<file path="src/rtl/count_pkg.sv">
// Shared constants, FSM state type and limit legality helper for the count-run arbiter.
package count_pkg;

    localparam int unsigned LIM_MAX = 9;
    localparam int unsigned CNT_W   = 4;

    typedef enum logic [0:0] {
        StIdle,
        StRun
    } state_e;

    // A run limit is usable only when it lies in 1..lim_max.
    function automatic logic lim_legal(input logic [CNT_W-1:0] lim, input int unsigned lim_max);
        return (lim != '0) && (32'(lim) <= lim_max);
    endfunction

endpackage

</file>
<file path="src/rtl/run_counter.sv">
// Bounded run counter: counts 0..limit, flags the wrap, and can step the limit for staircase runs.
module run_counter #(
    parameter int unsigned LIM_MAX = count_pkg::LIM_MAX
) (
    input  logic                          clk,
    input  logic                          rst,
    input  logic                          clear,
    input  logic                          load,
    input  logic                          enable,
    input  logic                          advance,
    input  logic [count_pkg::CNT_W-1:0]   load_lim,
    output logic [count_pkg::CNT_W-1:0]   count,
    output logic                          wrap
);
    import count_pkg::*;

    logic [CNT_W-1:0] count_q, count_d;
    logic [CNT_W-1:0] limit_q, limit_d;

    assign wrap  = (count_q == limit_q);
    assign count = count_q;

    always_comb begin
        count_d = count_q;
        limit_d = limit_q;
        if (clear) begin
            count_d = '0;
            if (load) begin
                limit_d = load_lim;
            end
        end else if (enable) begin
            if (wrap) begin
                count_d = '0;
                // Staircase step: the largest limit folds back to the shortest run.
                if (advance) begin
                    limit_d = (limit_q == CNT_W'(LIM_MAX)) ? CNT_W'(1) : limit_q + CNT_W'(1);
                end
            end else begin
                count_d = count_q + CNT_W'(1);
            end
        end
    end

    always_ff @(posedge clk or posedge rst) begin
        if (rst) begin
            count_q <= '0;
            limit_q <= '0;
        end else begin
            count_q <= count_d;
            limit_q <= limit_d;
        end
    end

endmodule

</file>
<file path="src/rtl/count_run_arbiter.sv">
// Two-requester round-robin arbiter that lends one shared bounded counter to the granted owner.
module count_run_arbiter #(
    parameter int unsigned LIM_MAX = count_pkg::LIM_MAX
) (
    input  logic                          clk,
    input  logic                          rst,
    input  logic [1:0]                    req,
    input  logic [count_pkg::CNT_W-1:0]   lim0,
    input  logic [count_pkg::CNT_W-1:0]   lim1,
    input  logic                          stair,
    output logic [1:0]                    grant,
    output logic                          busy,
    output logic [count_pkg::CNT_W-1:0]   count,
    output logic [1:0]                    done,
    output logic                          err
);
    import count_pkg::*;

    state_e           state_q, state_d;
    logic [1:0]       grant_q, grant_d;
    logic [1:0]       done_q, done_d;
    logic             err_q, err_d;
    logic             last_q, last_d;
    logic             stair_q, stair_d;

    logic [1:0]       legal;
    logic [1:0]       elig;
    logic             owner_req;
    logic             pick1;

    logic             cnt_clear;
    logic             cnt_load;
    logic             cnt_enable;
    logic             cnt_advance;
    logic             cnt_wrap;
    logic [CNT_W-1:0] cnt_lim;

    assign legal     = {lim_legal(lim1, LIM_MAX), lim_legal(lim0, LIM_MAX)};
    assign elig      = req & legal;
    assign owner_req = |(req & grant_q);

    always_comb begin
        state_d     = state_q;
        grant_d     = grant_q;
        done_d      = 2'b00;
        err_d       = 1'b0;
        last_d      = last_q;
        stair_d     = stair_q;
        pick1       = 1'b0;
        cnt_clear   = 1'b0;
        cnt_load    = 1'b0;
        cnt_enable  = 1'b0;
        cnt_advance = 1'b0;
        cnt_lim     = lim0;
        case (state_q)
            StIdle: begin
                cnt_clear = 1'b1;
                // Rejection is reported even when the other requester is granted this edge.
                err_d     = |(req & ~legal);
                if (|elig) begin
                    pick1     = elig[1] && (!elig[0] || !last_q);
                    state_d   = StRun;
                    grant_d   = pick1 ? 2'b10 : 2'b01;
                    last_d    = pick1;
                    stair_d   = stair;
                    cnt_load  = 1'b1;
                    cnt_lim   = pick1 ? lim1 : lim0;
                end
            end
            StRun: begin
                if (cnt_wrap) begin
                    // Completion beats a same-cycle request drop.
                    done_d     = grant_q;
                    cnt_enable = 1'b1;
                    if (stair_q && owner_req) begin
                        cnt_advance = 1'b1;
                    end else begin
                        state_d = StIdle;
                        grant_d = 2'b00;
                    end
                end else if (!owner_req) begin
                    state_d   = StIdle;
                    grant_d   = 2'b00;
                    cnt_clear = 1'b1;
                end else begin
                    cnt_enable = 1'b1;
                end
            end
            default: begin
                state_d = StIdle;
                grant_d = 2'b00;
            end
        endcase
    end

    always_ff @(posedge clk or posedge rst) begin
        if (rst) begin
            state_q <= StIdle;
            grant_q <= 2'b00;
            done_q  <= 2'b00;
            err_q   <= 1'b0;
            last_q  <= 1'b1;
            stair_q <= 1'b0;
        end else begin
            state_q <= state_d;
            grant_q <= grant_d;
            done_q  <= done_d;
            err_q   <= err_d;
            last_q  <= last_d;
            stair_q <= stair_d;
        end
    end

    run_counter #(
        .LIM_MAX (LIM_MAX)
    ) u_run_counter (
        .clk      (clk),
        .rst      (rst),
        .clear    (cnt_clear),
        .load     (cnt_load),
        .enable   (cnt_enable),
        .advance  (cnt_advance),
        .load_lim (cnt_lim),
        .count    (count),
        .wrap     (cnt_wrap)
    );

    assign grant = grant_q;
    assign busy  = (state_q == StRun);
    assign done  = done_q;
    assign err   = err_q;

    a_grant_onehot : assert property (@(posedge clk) disable iff (rst) $onehot0(grant_q));
    a_done_onehot  : assert property (@(posedge clk) disable iff (rst) $onehot0(done_q));
    a_idle_count   : assert property (@(posedge clk) disable iff (rst)
                                      (state_q == StIdle) |-> (count == '0));

endmodule

</file>
<file path="config.mk">
export PLATFORM = sky130hd
export DESIGN_NAME = count_run_arbiter
export DESIGN_NICKNAME = d
export VERILOG_FILES = /design/src/rtl/count_pkg.sv /design/src/rtl/run_counter.sv /design/src/rtl/count_run_arbiter.sv
export SDC_FILE = /design/constraint.sdc
export NUM_CORES = 1
export LEC_CHECK = 0
export CORE_UTILIZATION = 30
export CTS_CLUSTER_SIZE = 30
export DETAILED_ROUTE_END_ITERATION = 10
export GPL_ROUTABILITY_DRIVEN = 0
export GPL_TIMING_DRIVEN = 0
export SETUP_SLACK_MARGIN = 0.15
export SLEW_MARGIN = 20
export SYNTH_ARGS = -nofsm -noshare
export SYNTH_HDL_FRONTEND = slang
export SYNTH_SLANG_ARGS = --single-unit
</file>
<file path="constraint.sdc">
create_clock -name clk -period 3 [get_ports clk]
set_clock_uncertainty 0.05 [all_clocks]
set_input_delay 0.6 -clock clk [delete_from_list [all_inputs] [get_ports clk]]
set_output_delay 0.6 -clock clk [all_outputs]
set_load 0.02 [all_outputs]
</file>
Word level (Yosys, flattened, before mapping)
Index checks and enable logic that the tools add are counted. W data, S select, Z words.

Register bits: 16. Bits in latches: 0. RAM bits: 0. Bits in read-only memories: 0. Logic and storage cells: 75. Memories kept: 0.

Add/subtract/negate cells: 2. Multipliers: 0. Div/mod/pow operators: 0. Magnitude comparators: 2. Eq/ne operators: 6. Shift-type cells: 0. Mux-type cells: 34. Bitwise operators: 5. Reductions and logical operators: 18.

Operators with widths (number): $mux W4 (12); $mux W2 (7); $mux W1 (12); $add A4 B1 Y4 const B (2); $le A4 B4 Y1 const B (2); $reduce_bool A4 Y1 (2); $and A2 B2 Y2 (3); $reduce_bool A2 Y1 (3); $reduce_or A2 Y1 (3); $eq A4 B4 Y1 (1); $eq A4 B4 Y1 const B (1); $logic_and A1 B1 Y1 (4); $pmux W1 S2 (2); $pmux W2 S2 (1); $reduce_and A4 Y1 (1); $ne A3 B2 Y1 const B (1); $ne A3 B3 Y1 const B (1); $reduce_and A3 Y1 (1); $logic_not A1 Y1 (2); $ne A2 B1 Y1 const B (1); $ne A2 B2 Y1 const B (1); $not A2 Y2 (1); $reduce_and A2 Y1 (1); $logic_or A1 B1 Y1 (1); $not A1 Y1 (1).

Logic depth before layout (Yosys ltp)
Word-level depth: 11. Mapped depth: 6. Depth with buffers taken out: 5.

By module
From an unflattened synthesis, not the netlist that was laid out.

Cells, all modules: 114. Area total of the unflattened synthesis: 1074.8 um2.

Modules (own cells, without submodules): run_counter (times used 1, cells an instance 66, area an instance 601.8 um2); count_run_arbiter (times used 1, cells an instance 48, area an instance 473.0 um2).

Worst setup path after synthesis
No wires, ideal clock.

Path kind: input port to flip-flop. Start: input port lim1[0] in the netlist's numbering. End: register u_run_counter.limit_q[0]. Arrival: 1.903 ns. Setup slack: 0.926 ns. Cell stages on the path: 5. Path through: or4_4 > and4_4 > a211oi_4 > a31oi_1 > a22o_1.

Cells in the longest elaborated chain, start to end: 9. Elaborated cells on any way between the ends: 15. Classes of those cells: 1 x order compare; 1 x eq/ne; 7 x mux; 1 x bitwise; 5 x reduce/logical.

RTL lines: start: declaration (line count_run_arbiter.sv:9) `input logic [count_pkg::CNT_W-1:0] lim1,`; $le A4 B4 Y1 / $reduce_bool A4 Y1 (equally long branches) (line count_pkg.sv:14) `return (lim != '0) && (32'(lim) <= lim_max);`; $logic_and A1 B1 Y1 (line count_pkg.sv:14); $and A2 B2 Y2 (line count_run_arbiter.sv:39) `assign elig = req & legal;`; $logic_and A1 B1 Y1 (line count_run_arbiter.sv:61) `pick1 = elig[1] && (!elig[0] || !last_q);`; $mux W4 (line count_run_arbiter.sv:67) `cnt_lim = pick1 ? lim1 : lim0;`; $mux W4 (line count_run_arbiter.sv:60) `if (|elig) begin`; $mux W4 (line count_run_arbiter.sv:55) `case (state_q)`; $mux W4 (line run_counter.sv:28) `if (load) begin`; $mux W4 (line run_counter.sv:26) `if (clear) begin`; end signal: assignment (line run_counter.sv:50) `limit_q <= limit_d;`; end: declaration (line run_counter.sv:18) `logic [CNT_W-1:0] limit_q, limit_d;`.

Several ways; a longest one is shown, not always the timed one. The select of a mux whose other input is x is not followed. A chain may end at the register's enable or synchronous reset.

Worst setup path in the final report
Start: input port lim1[0] in the netlist's numbering. End: register u_run_counter.limit_q[1].

Cells in the longest elaborated chain, start to end: 9. Elaborated cells on any way between the ends: 15. Classes of those cells: 1 x order compare; 1 x eq/ne; 7 x mux; 1 x bitwise; 5 x reduce/logical.

RTL lines (line): $le A4 B4 Y1 / $reduce_bool A4 Y1 (equally long branches) (count_pkg.sv:14); $logic_and A1 B1 Y1 * (count_pkg.sv:14); $and A2 B2 Y2 * (count_run_arbiter.sv:39); $logic_and A1 B1 Y1 (count_run_arbiter.sv:61); $mux W4 (count_run_arbiter.sv:67); $mux W4 (count_run_arbiter.sv:60); $mux W4 (count_run_arbiter.sv:55); $mux W4 (run_counter.sv:28); $mux W4 (run_counter.sv:26).

Mark *: on every way between the ends. The rest lies on a longest branch, timed or not. The select of a mux whose other input is x is not followed.

==> key figures <==
Clock tree
  • # hold bufs at CTS: 0
  • Clock sinks: 16
  • CTS H-tree depth: 1
  • CTS tree: built
  • Clock transition at the registers of the reported paths: 100 ps
  • Root buf cell: clkbuf_4
  • PostCTS Resize Cnt: 0
  • Setup repair bufs after CTS: 0
  • CTS Buf Count: 3
  • Max Root-Sink Buffers: 2
  • Clk_lat worst skew: 280 ps

Synth
  • Post-Syn Instances: 102
  • Post-synthesis sequential area ratio: 41.8%
  • Post-synthesis async set-or-reset flop share: 100%
  • Syn avg cell area: 9.42 um2
  • Synth warnings: 0
  • Post-Syn Nets: roughly 120
  • Post-synth EDFFs: 0
  • Most used DFF post-synth: dfrtp_1
  • Flops & latches, synth: 16
  • Distinct cells, synth: 38
  • Mapped Area: 961 um2

Power
  • VDD IR-drop max: 0.292 mV
  • Sw Pwr: 0.000384 W
  • Internal power: ~0.00057 W
  • Overall power: 0.000955 W
  • Sw frac: 40.2%
  • Combinational share of power: 48.8%
  • Leak: between 0.5 and 0.6 nW
  • Sequential Power Share: between 30 and 40%
  • Power Dens Cells: roughly 750 nW/um2
  • Clk network pwr share: about 15%

Layout
  • Commonest non-fill, non-tap cell in the layout: clkdlybuf4s50_1
  • Fraction of layout cells with a size suffix above 1: ~10%
  • Commonest cells after routing, fill and taps aside: clkdlybuf4s50_1, dfrtp_1, nor2_1, nand2_1, o21ai_0
  • Number of diodes: 0
  • Fin cells: about 170
  • Post-route cell area: between 1000 and 1500 um2
  • Synthesis-to-finish area growth: 32.4%
  • Layout Nets: 143

Timing
  • Final Max Tran Viols: 0
  • Total negative slack: 0 ps
  • Max Clk Rate: 419 MHz
  • Hold Fails Final Rpt: 0
  • Worst-margin pin slew: about 640 ps
  • RSZ-0062 raised after global routing: false
  • # setup viols final: 0
  • Fin crit period: 2390 ps
  • Final worst setup slack: 612 ps
  • Rel. slew slack: 57.6%
  • Final period util: between 70% and 80%

Job
  • Maxcap violations: 0

Placement
  • Placed insts: 168
  • Area after DPL: 1240 um2
  • IO buf count: 22
  • Detailed Place HPWL: 1.81 mm
  • Pre-CTS setup slack: 311 ps

Setup path
  • CP startpoint kind: input port
  • CP max FO: 8
  • CP Data Required Time: 3110 ps
  • Setup crit end kind: flip-flop
  • Crit Path Class: input port to flip-flop
  • Worst path arrival time: 2500 ps

Global routing
  • Largest net degree at the start of global routing: 17
  • Gr usage total: about 16%
  • Vias in the first global route: just under 900
  • Initial antenna violation count: 0
  • Congestion Overflow GR: 0
  • First-pass GRT wire length: 4.17 mm

Drt
  • Post-route antenna net violation count: 0
  • Detailed-route via count: 884
  • WL final: 2.38 mm
  • Initial DRC count: 16
  • First-pass iteration count of the detailed router: 4
  • DRC viols: 0
  • Routed wire per std cell: 13.8 um
  • Vias per inst: 5.14

Hold path
  • HP Class: flip-flop to flip-flop

Status
  • Status: completed

Die
  • Die Wd: 58.6 um
  • Die Y: 58.6 um
  • Top-level I/O count: 23
  • Num rows: 20
  • Die area: 3430 um2
  • Starting Density: 31.5%
  • Core area: 3050 um2
-- per-layer routing --
| metal | wire length, um | track usage [%] |
|---|---|---|
| met5 | 0 | 0 |
| met4 | 4 | 5.44 |
| met3 | 110 | 2.64 |
| met2 | 1170 | 25.5 |
| met1 | 1090 | 22.4 |
-- critical path, cell delays in order --
cell and delay, ps:
clkdlybuf4s50_1 440, or4_4 590, and4_4 230, a211oi_4 370
nand4b_1 170, o211ai_1 100
-- power by group through the flow --
stage | clock network (W) | registers [W] | logic (W)
after floorplan | 0 | 0.000362 | 0.000300
after global placement | 0 | 0.000345 | 0.000453
after detailed placement | 0 | 0.000349 | 0.000461
after CTS | 0.000152 | 0.000345 | 0.000467
after global routing | 0.000159 | 0.000358 | 0.000519
final | 0.000144 | 0.000345 | 0.000466
-- sequential cells by signal, indices dropped and copies added (netlist names) --
name	flops
u_run_counter.count	4
u_run_counter.limit_q	4
done	2
grant	2
busy	1
err	1
last_q	1
stair_q	1
-- logic make-up after synthesis --
group / share of synthesized area [%]
xor gates and xnor gates: 5.47
and+or+nand+nor: 24.2
AOI/OAI and AO/OA: 20.7
adders and majority gates: 1.30
DFF: 41.8
buffers and inverters: 3.26
muxes: 3.26
-- metrics by stage --
step | hold slack, ps | utilization, %
after CTS | 465 | 41.7
final | 460 | 41.7
after global placement | 447 | 40.5
after floorplan | 426 | -
after global routing | 471 | 41.7
after detailed placement | 451 | 40.5
-- final timing paths --
check | depth (start not counted) | end | slack, ps | start
max reg2reg | 6 | u_run_counter.limit_q[3] | 990 | u_run_counter.limit_q[1]
max in group asynchronous | 2 | u_run_counter.count[2] | 1860 | rst
min reg2reg | 1 | last_q | 460 | last_q
min in group asynchronous | 2 | grant[1] | 640 | rst
min | 1 | last_q | 460 | last_q
max | 6 | u_run_counter.limit_q[1] | 610 | lim1[0]
-- cell usage after synthesis (3+ instances only) --
master | n | share of area [%]
nand3_1 | 3 | 1.6
a31oi_1 | 4 | 2.6
dfrtp_1 | 15 | 39
a21oi_1 | 5 | 2.6
nor2_1 | 9 | 3.5
inv_1 | 5 | 2.0
nand2b_1 | 3 | 2.0
o21ai_0 | 6 | 3.1
nand2_1 | 8 | 3.1
xnor2_1 | 5 | 4.6
and3_1 | 4 | 2.6
-- final cells by class --
cell class	instances	area (um2)
inverter	5	18.8
tap	44	55.1
fill	324	1780
clock buffer	4	36.3
buffer	3	12.5
multi-input combinational	78	528
sequential	16	402
timing repair buffer	22	220
Note: power is estimated with default switching activity, not from simulation.
